`config.mk`:
```
export PLATFORM = sky130hd
export DESIGN_NAME = i2s_tx_frame_ctrl
export DESIGN_NICKNAME = d
export VERILOG_FILES = /design/src/rtl/i2s_tx_frame_ctrl.sv
export SDC_FILE = /design/constraint.sdc
export NUM_CORES = 1
export LEC_CHECK = 0
export BUFFER_PORTS_ARGS = -buffer_cell sky130_fd_sc_hd__buf_4
export CAP_MARGIN = 20
export CORE_ASPECT_RATIO = 1.75
export CORE_MARGIN = 2
export CORE_UTILIZATION = 60
export CTS_CLUSTER_SIZE = 16
export DETAILED_ROUTE_END_ITERATION = 7
export PLACE_DENSITY = 0.94
export SETUP_SLACK_MARGIN = 0.1
export SYNTH_ARGS = -nofsm -noshare
export SYNTH_HDL_FRONTEND = slang
export SYNTH_SLANG_ARGS = --single-unit
```
`constraint.sdc`:
```
create_clock -name aud_mclk -period 4 [get_ports aud_mclk]
set_input_delay 0 -clock aud_mclk [delete_from_list [all_inputs] [get_ports aud_mclk]]
set_output_delay 0 -clock aud_mclk [all_outputs]
set_load 0.005 [all_outputs]
```
`src/rtl/i2s_tx_frame_ctrl.sv`:
```
// I2S transmit frame controller: divides aud_mclk into sclk, drives the
// word clock, fetches one stereo pair per frame and serializes it (I2S).
//
// Ports:
//   aud_mclk, aud_mrstn   clock, async active-low reset
//   ctrl_en               core enable; a stop takes effect at a frame boundary
//   sclk_div              sclk half-period in aud_mclk cycles (0 acts as 1)
//   smp_valid/left/right  upstream stereo sample pair
//   smp_ready             one-cycle take strobe at each frame boundary
//   sclk_out, lrclk_out   bit clock and word clock (0 = left slot)
//   sdata_out             serial data, updated when sclk falls
//   underflow             one-cycle pulse: boundary with no valid sample
//   busy                  high while START or RUN
module i2s_tx_frame_ctrl #(
    parameter int DATA_WIDTH = 24,
    parameter int SLOT_WIDTH = 32,
    parameter int DIV_WIDTH  = 8
) (
    input  logic                  aud_mclk,
    input  logic                  aud_mrstn,
    input  logic                  ctrl_en,
    input  logic [DIV_WIDTH-1:0]  sclk_div,
    input  logic                  smp_valid,
    input  logic [DATA_WIDTH-1:0] smp_left,
    input  logic [DATA_WIDTH-1:0] smp_right,
    output logic                  smp_ready,
    output logic                  sclk_out,
    output logic                  lrclk_out,
    output logic                  sdata_out,
    output logic                  underflow,
    output logic                  busy
);

    localparam int BW = (SLOT_WIDTH > 1) ? $clog2(SLOT_WIDTH) : 1;

    typedef enum logic [1:0] {
        IDLE  = 2'd0,
        START = 2'd1,
        RUN   = 2'd2
    } state_t;

    state_t                state_q;
    logic [DIV_WIDTH-1:0]  div_q;
    logic [DIV_WIDTH-1:0]  div_cnt_q;
    logic [BW-1:0]         bit_cnt_q;
    logic                  ch_q;
    logic                  sclk_q;
    logic                  lrclk_q;
    logic                  sdata_q;
    logic                  ready_q;
    logic                  uflow_q;
    logic [DATA_WIDTH-1:0] left_q;
    logic [DATA_WIDTH-1:0] right_q;

    logic [DIV_WIDTH-1:0]  div_d;
    logic [BW-1:0]         bit_cnt_d;
    logic                  ch_d;
    logic                  sdata_d;
    logic [DATA_WIDTH-1:0] left_d;
    logic [DATA_WIDTH-1:0] right_d;
    logic                  div_wrap;
    logic                  fall;
    logic                  slot_end;
    logic                  frame_end;

    // Slot bit b: bit 0 is the I2S one-bit delay, bits 1..DATA_WIDTH carry
    // the sample MSB first, the rest of the slot is padded with zeros.
    function automatic logic slot_bit(
        input logic [DATA_WIDTH-1:0] s,
        input logic [BW-1:0]         b
    );
        logic r;
        r = 1'b0;
        for (int i = 0; i < DATA_WIDTH; i++) begin
            if (int'(b) == DATA_WIDTH - i) begin
                r = s[i];
            end
        end
        return r;
    endfunction

    always_comb begin
        div_d     = (sclk_div == '0) ? DIV_WIDTH'(1) : sclk_div;
        div_wrap  = (div_cnt_q == div_q - DIV_WIDTH'(1));
        fall      = div_wrap & sclk_q;
        slot_end  = (bit_cnt_q == BW'(SLOT_WIDTH - 1));
        frame_end = fall & slot_end & ch_q;
        bit_cnt_d = slot_end ? '0 : bit_cnt_q + BW'(1);
        ch_d      = slot_end ? ~ch_q : ch_q;
        sdata_d   = slot_bit(ch_d ? right_q : left_q, bit_cnt_d);
        left_d    = smp_valid ? smp_left : '0;
        right_d   = smp_valid ? smp_right : '0;
    end

    always_ff @(posedge aud_mclk or negedge aud_mrstn) begin
        if (!aud_mrstn) begin
            state_q   <= IDLE;
            div_q     <= '0;
            div_cnt_q <= '0;
            bit_cnt_q <= '0;
            ch_q      <= 1'b0;
            sclk_q    <= 1'b0;
            lrclk_q   <= 1'b0;
            sdata_q   <= 1'b0;
            ready_q   <= 1'b0;
            uflow_q   <= 1'b0;
            left_q    <= '0;
            right_q   <= '0;
        end else begin
            ready_q <= 1'b0;
            uflow_q <= 1'b0;
            unique case (state_q)
                IDLE: begin
                    if (ctrl_en) begin
                        div_q   <= div_d;
                        state_q <= START;
                        ready_q <= 1'b1;
                        uflow_q <= ~smp_valid;
                        left_q  <= left_d;
                        right_q <= right_d;
                    end
                end
                // START is the first boundary cycle; the divider already
                // counts in it so the first sclk rise lands D cycles later.
                START, RUN: begin
                    state_q <= RUN;
                    if (div_wrap) begin
                        div_cnt_q <= '0;
                        sclk_q    <= ~sclk_q;
                    end else begin
                        div_cnt_q <= div_cnt_q + DIV_WIDTH'(1);
                    end
                    if (frame_end) begin
                        bit_cnt_q <= '0;
                        ch_q      <= 1'b0;
                        lrclk_q   <= 1'b0;
                        sdata_q   <= 1'b0;
                        if (ctrl_en) begin
                            state_q <= START;
                            ready_q <= 1'b1;
                            uflow_q <= ~smp_valid;
                            left_q  <= left_d;
                            right_q <= right_d;
                        end else begin
                            state_q <= IDLE;
                        end
                    end else if (fall) begin
                        bit_cnt_q <= bit_cnt_d;
                        ch_q      <= ch_d;
                        lrclk_q   <= ch_d;
                        sdata_q   <= sdata_d;
                    end
                end
                default: begin
                    state_q <= IDLE;
                end
            endcase
        end
    end

    assign smp_ready = ready_q;
    assign sclk_out  = sclk_q;
    assign lrclk_out = lrclk_q;
    assign sdata_out = sdata_q;
    assign underflow = uflow_q;
    assign busy      = (state_q != IDLE);

endmodule

```
## Yosys cells after proc, flatten, opt, wreduce, memory -nomap -nowiden

Cells that the tools add are included.

- Register bits after elaboration: 76
- Input bits: 60
- Output and inout bits: 6
- Word-level logic and storage cells: 113

- Add/sub/neg operators: 3
- Equality and inequality tests: 30
- Mux-type cells: 53
- Bitwise gates (word level): 6
- Reduce and logical (&&, ||, !) cells: 10

Operators with widths:

| cell | number |
|---|---|
| 24-bit 2-to-1 mux | 7 |
| 24-bit one-hot mux with 2 select lines | 2 |
| 5-bit equality test, second input constant | 17 |
| 1-bit 2-to-1 mux | 34 |
| 5-bit by 4-bit equality test with 1-bit output, second input constant | 5 |
| 8-bit 2-to-1 mux | 2 |
| 5-bit 2-to-1 mux | 3 |
| 5-bit by 3-bit equality test with 1-bit output, second input constant | 2 |
| 8-bit by 1-bit adder with 8-bit output, second input constant | 1 |
| 8-bit equality test | 1 |
| 8-bit logical NOT | 1 |
| 2-bit AND reduction | 4 |
| 8-bit by 1-bit subtractor with 8-bit output, second input constant | 1 |
| 2-bit nonzero test | 3 |
| 5-bit by 1-bit adder with 5-bit output, second input constant | 1 |
| 5-bit by 2-bit equality test with 1-bit output, second input constant | 1 |
| 2-bit 2-to-1 mux | 2 |
| 2-bit != test, second input constant | 2 |
| 1-bit one-hot mux with 2 select lines | 2 |
| 2-bit one-hot mux with 2 select lines | 1 |
| 1-bit AND | 3 |
| 1-bit NOT | 3 |
| 2-bit by 1-bit equality test with 1-bit output, second input constant | 1 |
| 2-bit equality test, second input constant | 1 |
| 2 further kinds | 2 |

## Logic depth before layout (Yosys ltp)

- Depth in word-level cells: 29
- Depth in mapped cells: 13
- Mapped depth without buffers: 10

## Worst setup path before layout

No wires, ideal clock.

- Path type: reg2reg
- Start: register bit_cnt_q[0]
- End: register sdata_q, in the netlist sdata_out
- Setup time: 0.129 ns
- Arrival: 2.654 ns
- Data required time: 3.871 ns
- Path slack: 1.217 ns
- Stages on the path, launching flop included: 13
- Path buffers: 3
- Period minus slack after synthesis: 2.783 ns
- Cells stage by stage: dfrtp_1 ha_1 clkbuf_1 and3_1 ha_1 buf_2 or3b_2 clkbuf_1 o311a_1 a211oi_1 a21oi_1 o2111ai_1 nand3_1

- Longest elaborated chain between the ends: 29
- Elaborated cells on any way between the ends: 59
- Classes of those cells: 1 x add/sub; 25 x eq/ne; 29 x mux; 2 x bitwise; 2 x reduce/logical

RTL lines:

| item | RTL line | source |
|---|---|---|
| from (decl) | 45 | `logic [BW-1:0] bit_cnt_q;` |
| from (signal assigned) | 148 | `bit_cnt_q <= bit_cnt_d;` |
| 5-bit by 1-bit adder with 5-bit output / 5-bit equality test (equally long branches) | 88, 86 |  |
| 5-bit 2-to-1 mux / 1-bit 2-to-1 mux (equally long branches) | 88, 89 |  |
| 5-bit by 4-bit equality test with 1-bit output / 24-bit 2-to-1 mux (equally long branches) | 75, 90 |  |
| 1-bit 2-to-1 mux (24 in series) | 75 | `if (int'(b) == DATA_WIDTH - i) begin` |
| 1-bit 2-to-1 mux | 147 | `end else if (fall) begin` |
| 1-bit 2-to-1 mux | 133 | `if (frame_end) begin` |
| to (signal assigned) | 151 | `sdata_q <= sdata_d;` |
| to (decl) | 49 | `logic sdata_q;` |

Several ways; a longest one is shown, not always the timed one. The select of a mux whose other input is x is not followed.
A chain may end at the register's enable or synchronous reset.

## Worst setup path after layout

- Start: register bit_cnt_q[1]
- End: register sdata_q, in the netlist sdata_out

The elaborated chain is that of the path after synthesis.

==> parameters.txt <==
Parameter                              Value

Outcome
  Result of the run ... completed

Timing
  Tightest Pin Transition ... 0.932 ns
  Number of pins with negative max-slew slack in the final report ... 0
  RSZ-0062 raised after global routing ... no
  Final setup violating endpoints ... 0
  Slew headroom ... 37.8%
  Crit path time final ... 3.47 ns
  Fmax ... 0.288 GHz
  Final clock period utilization by the worst path ... 86.8%
  Final Hold Viols ... 0
  Final worst-path setup slack ... 0.527 ns
  Worst clock skew on the final layout ... 0.00326 ns
  Sum of negative setup slack ... 0 ns

Logic synthesis
  Adder-Cell Fraction of Synth Area ... 1.73%
  Synthesized area divided by synthesized cell count ... 8.94 um^2
  Syn Inst Count ... 486
  Synthesized Nets ... 552
  Seq cells post-synth ... 76
  Simple-gate area share of the yosys netlist ... 21.5%
  Mux cell area share after synthesis ... 8.12%
  Count of flip-flops with a built-in enable after synthesis ... 0
  Sequential fraction of the synthesis area ... 43.8%
  Share of the synthesized netlist area taken by xor and xnor gates ... 3.20%
  Post-synth top flop ... dfrtp_1
  Netlist Area Pre-Place ... 0.00435 mm^2
  Count of synthesis-stage warnings from yosys ... 0
  Compound-gate portion of the synthesized area ... 16.4%
  Netlist cell types ... 60
  Largest family of logic cells by synthesized area ... simple AND/OR/NAND/NOR gates
  Fraction of registers with async set/reset ... 100%

Floorplanning
  DIE AREA ... 0.00797 mm^2
  Overall die height ... 117 um
  Core Area ... 0.00713 mm^2
  I/O pin total ... 66
  Die Wd ... 68.3 um
  Initial cell density of the core ... 60.9%
  Rows ... 41

Power and ir drop
  Total power draw ... 3920 uW
  Leakage power ... 0.00256 uW
  Max IR drop VDD ... 0.540 mV
  Power density cells ... 686 mW/mm^2

Route
  Final routed DRC violation total ... 0
  Starting DRC count in detailed routing ... 333
  Pre-Repair DR Iteration Count ... 6
  Via density per instance ... 6.23
  Final Routed Wirelength ... 13,300 um
  Remaining antenna violation count ... 0
  Average routed wire per standard cell ... 19.4 um
  Via count ... 4,254

Clock tree
  # clock sinks ... 76
  Number of H-tree levels ... 3
  CTS tree ... built
  Buffer depth of the longest clock path ... 2
  Reg clk slew, reported paths ... 0.06 ns
  Root buffer cell ... clkbuf_16
  Number of gates given a new drive strength after cts ... 0
  Number of buffers created by CTS ... 9
  Insertion delay of the later-clocked pin in the worst-skew pair ... 0.34 ns

Worst setup path
  Critical setup path kind ... reg -> reg
  Setup slack of the worst register-to-register path ... 0.53 ns
  Cell depth of the worst flop-to-flop path ... 11
  Worst setup EP type ... flop
  Worst Path Required ... 4.28 ns
  Biggest fanout along the worst timing path ... 21
  CP Launch Type ... flop
  Worst reg2reg endpoint ... sdata_out
  R2R Path Start ... bit_cnt_q[1]
  Worst EP arrival ... 3.75 ns

Global route
  Final global-route overflow total ... 0
  Met3 usage ... 8.00%
  Most utilized layer in the global route result ... met2
  Maximum number of pins on one net before global-route repair ... 97
  Global router's overall resource usage ... 36.5%
  Number of antenna violations at the first check in global routing ... 0
  Global-route wire length before repair ... 21,000 um
  Vias in the first global route ... 4,266
  GR Layer Usage met1 ... 38.3%
  GR met2 Demand/Resource ... 64.2%

Worst hold path
  Source of the worst hold timing path ... ctrl_en
  Min-Delay Path Depth ... 3
  WHS Endpoint ... state_q[1]
  Worst hold path type ... in -> reg

Finish
  Most frequent cells in the layout ... 111 x nand2_1, 76 x dfrtp_1, 69 x buf_4, 57 x dlygate4sd3_1, 39 x o21ai_1
  Layout-stage area growth over the synthesis result ... 31.5%
  Net count reported at finish ... 658
  Share of cells above drive strength 1 ... 18.4%
  Total inserted antenna cells ... 0
  Most common cell after layout, fill and taps aside ... nand2_1
  Fill cell total of the finished layout ... 385

Job
  Max_cap viols ... 0

Place
  Global placer's final weighted congestion ... 0.987
  Total of buffers placed on input and output ports ... 65
  Post-placement worst setup slack ... 0.811 ns
  HPWL Detailed ... 7130 um
how the worst max path moves through the flow:
stage / start / to / slack (ns) / cells past startpoint
after global routing: bit_cnt_q[1] / sdata_out / 0.19 / 11
after global placement: bit_cnt_q[1] / sdata_out / 0.97 / 11
after CTS: bit_cnt_q[1] / sdata_out / 0.77 / 11
after floorplan: bit_cnt_q[0] / sdata_out / 1.22 / 12
after detailed placement: bit_cnt_q[1] / sdata_out / 0.81 / 11
final: bit_cnt_q[1] / sdata_out / 0.53 / 11
layer usage:
metal / part of all wire [%] / vias up
met5: 0 / -
met4: 5.6 / 0
met3: 5.8 / 73
met2: 55 / 262
met1: 34 / 2002
li1: - / 1917
through the flow:
stage | util (%) | cell area, um^2 | hold slack [ns] | std cells
floorplan | - | 4350 | -0.296 | 486
global placement | 67.4 | 4810 | 0.182 | 610
detailed placement | 67.4 | 4810 | 0.192 | 610
CTS | 80.1 | 5710 | 0.00660 | 683
global route | 80.1 | 5710 | 0.0407 | 683
finish | 80.1 | 5710 | 0.0255 | 683
sequential cells by signal, indices dropped and copies added (netlist names):
signal and flops:
lrclk_out 1, div_q 8, sclk_out 1, smp_ready 1, bit_cnt_q 5, div_cnt_q 8, left_q 24, underflow 1
state_q 2, right_q 24, sdata_out 1
repair_timing:
action | CTS | global route
buffers inserted | 0 | 0
hold endpoints to repair | 132 | 0
hold buffers | 57 | 0
power breakdown:
group	internal, uW	switching [uW]	total (uW)
clock network	595	316	911
registers	1110	336	1440
logic	669	897	1570
final cells by class:
class / count / area [um^2] / share of cell area, %
multi-input cells: 366 / 2210 / 38.7
well taps: 86 / 108 / 1.88
clock buffers: 12 / 267 / 4.66
flip-flops and latches: 76 / 1900 / 33.3
inverters: 12 / 45.0 / 0.788
clock inverters: 4 / 70.1 / 1.23
repair buffers: 127 / 1110 / 19.4
critical path, stage by stage, from the launching register on:
cell and delay, ns:
dfrtp_1 0.42, ha_1 0.34, and3_1 0.20, ha_1 0.49, buf_4 0.33, nor2_1 0.10
a221oi_1 0.33, a31oi_1 0.09, or4_1 0.41, a211oi_1 0.39, o2111ai_1 0.19, nand3_1 0.13
logic make-up (layout without fill, tap and decap cells):
kind of cell / count (synthesis) / in the layout
AND/OR/NAND/NOR: 196 / 196
adder cells (fa/ha/maj): 6 / 6
buffers and inverters: 44 / 155
AO/OA/AOI/OAI: 117 / 117
flip-flops: 76 / 76
multiplexers: 32 / 32
XOR/XNOR: 15 / 15
cells in the mapped netlist, types with 2 or more instances:
cell	instances	share of area (%)
buf_6	7	1.8
nor3_1	8	0.92
o221ai_1	5	1.0
a211oi_1	5	0.86
o22ai_1	5	0.72
nand2b_1	13	1.9
nand2_1	111	9.6
nor2_1	18	1.6
o211ai_1	2	0.35
dfrtp_1	76	44
xor2_1	5	1.0
and3b_1	2	0.40
nor2b_1	7	1.0
o21ai_0	27	3.1
clkbuf_1	14	1.2
inv_1	12	1.0
mux2i_1	15	3.5
o21ai_1	39	4.5
buf_2	6	0.69
a31oi_1	4	0.58
xnor2_1	9	1.8
nand3_1	11	1.3
and3_1	4	0.58
a221oi_1	3	0.60
clkbuf_2	4	0.46
o2111ai_1	2	0.40
mux2_2	16	4.1
nor3b_1	2	0.35
nor4_1	2	0.29
ha_1	6	1.7
and4_1	3	0.60
a21oi_1	13	1.5
or3_1	3	0.43
No activity file was read; power rests on OpenSTA's default activity.
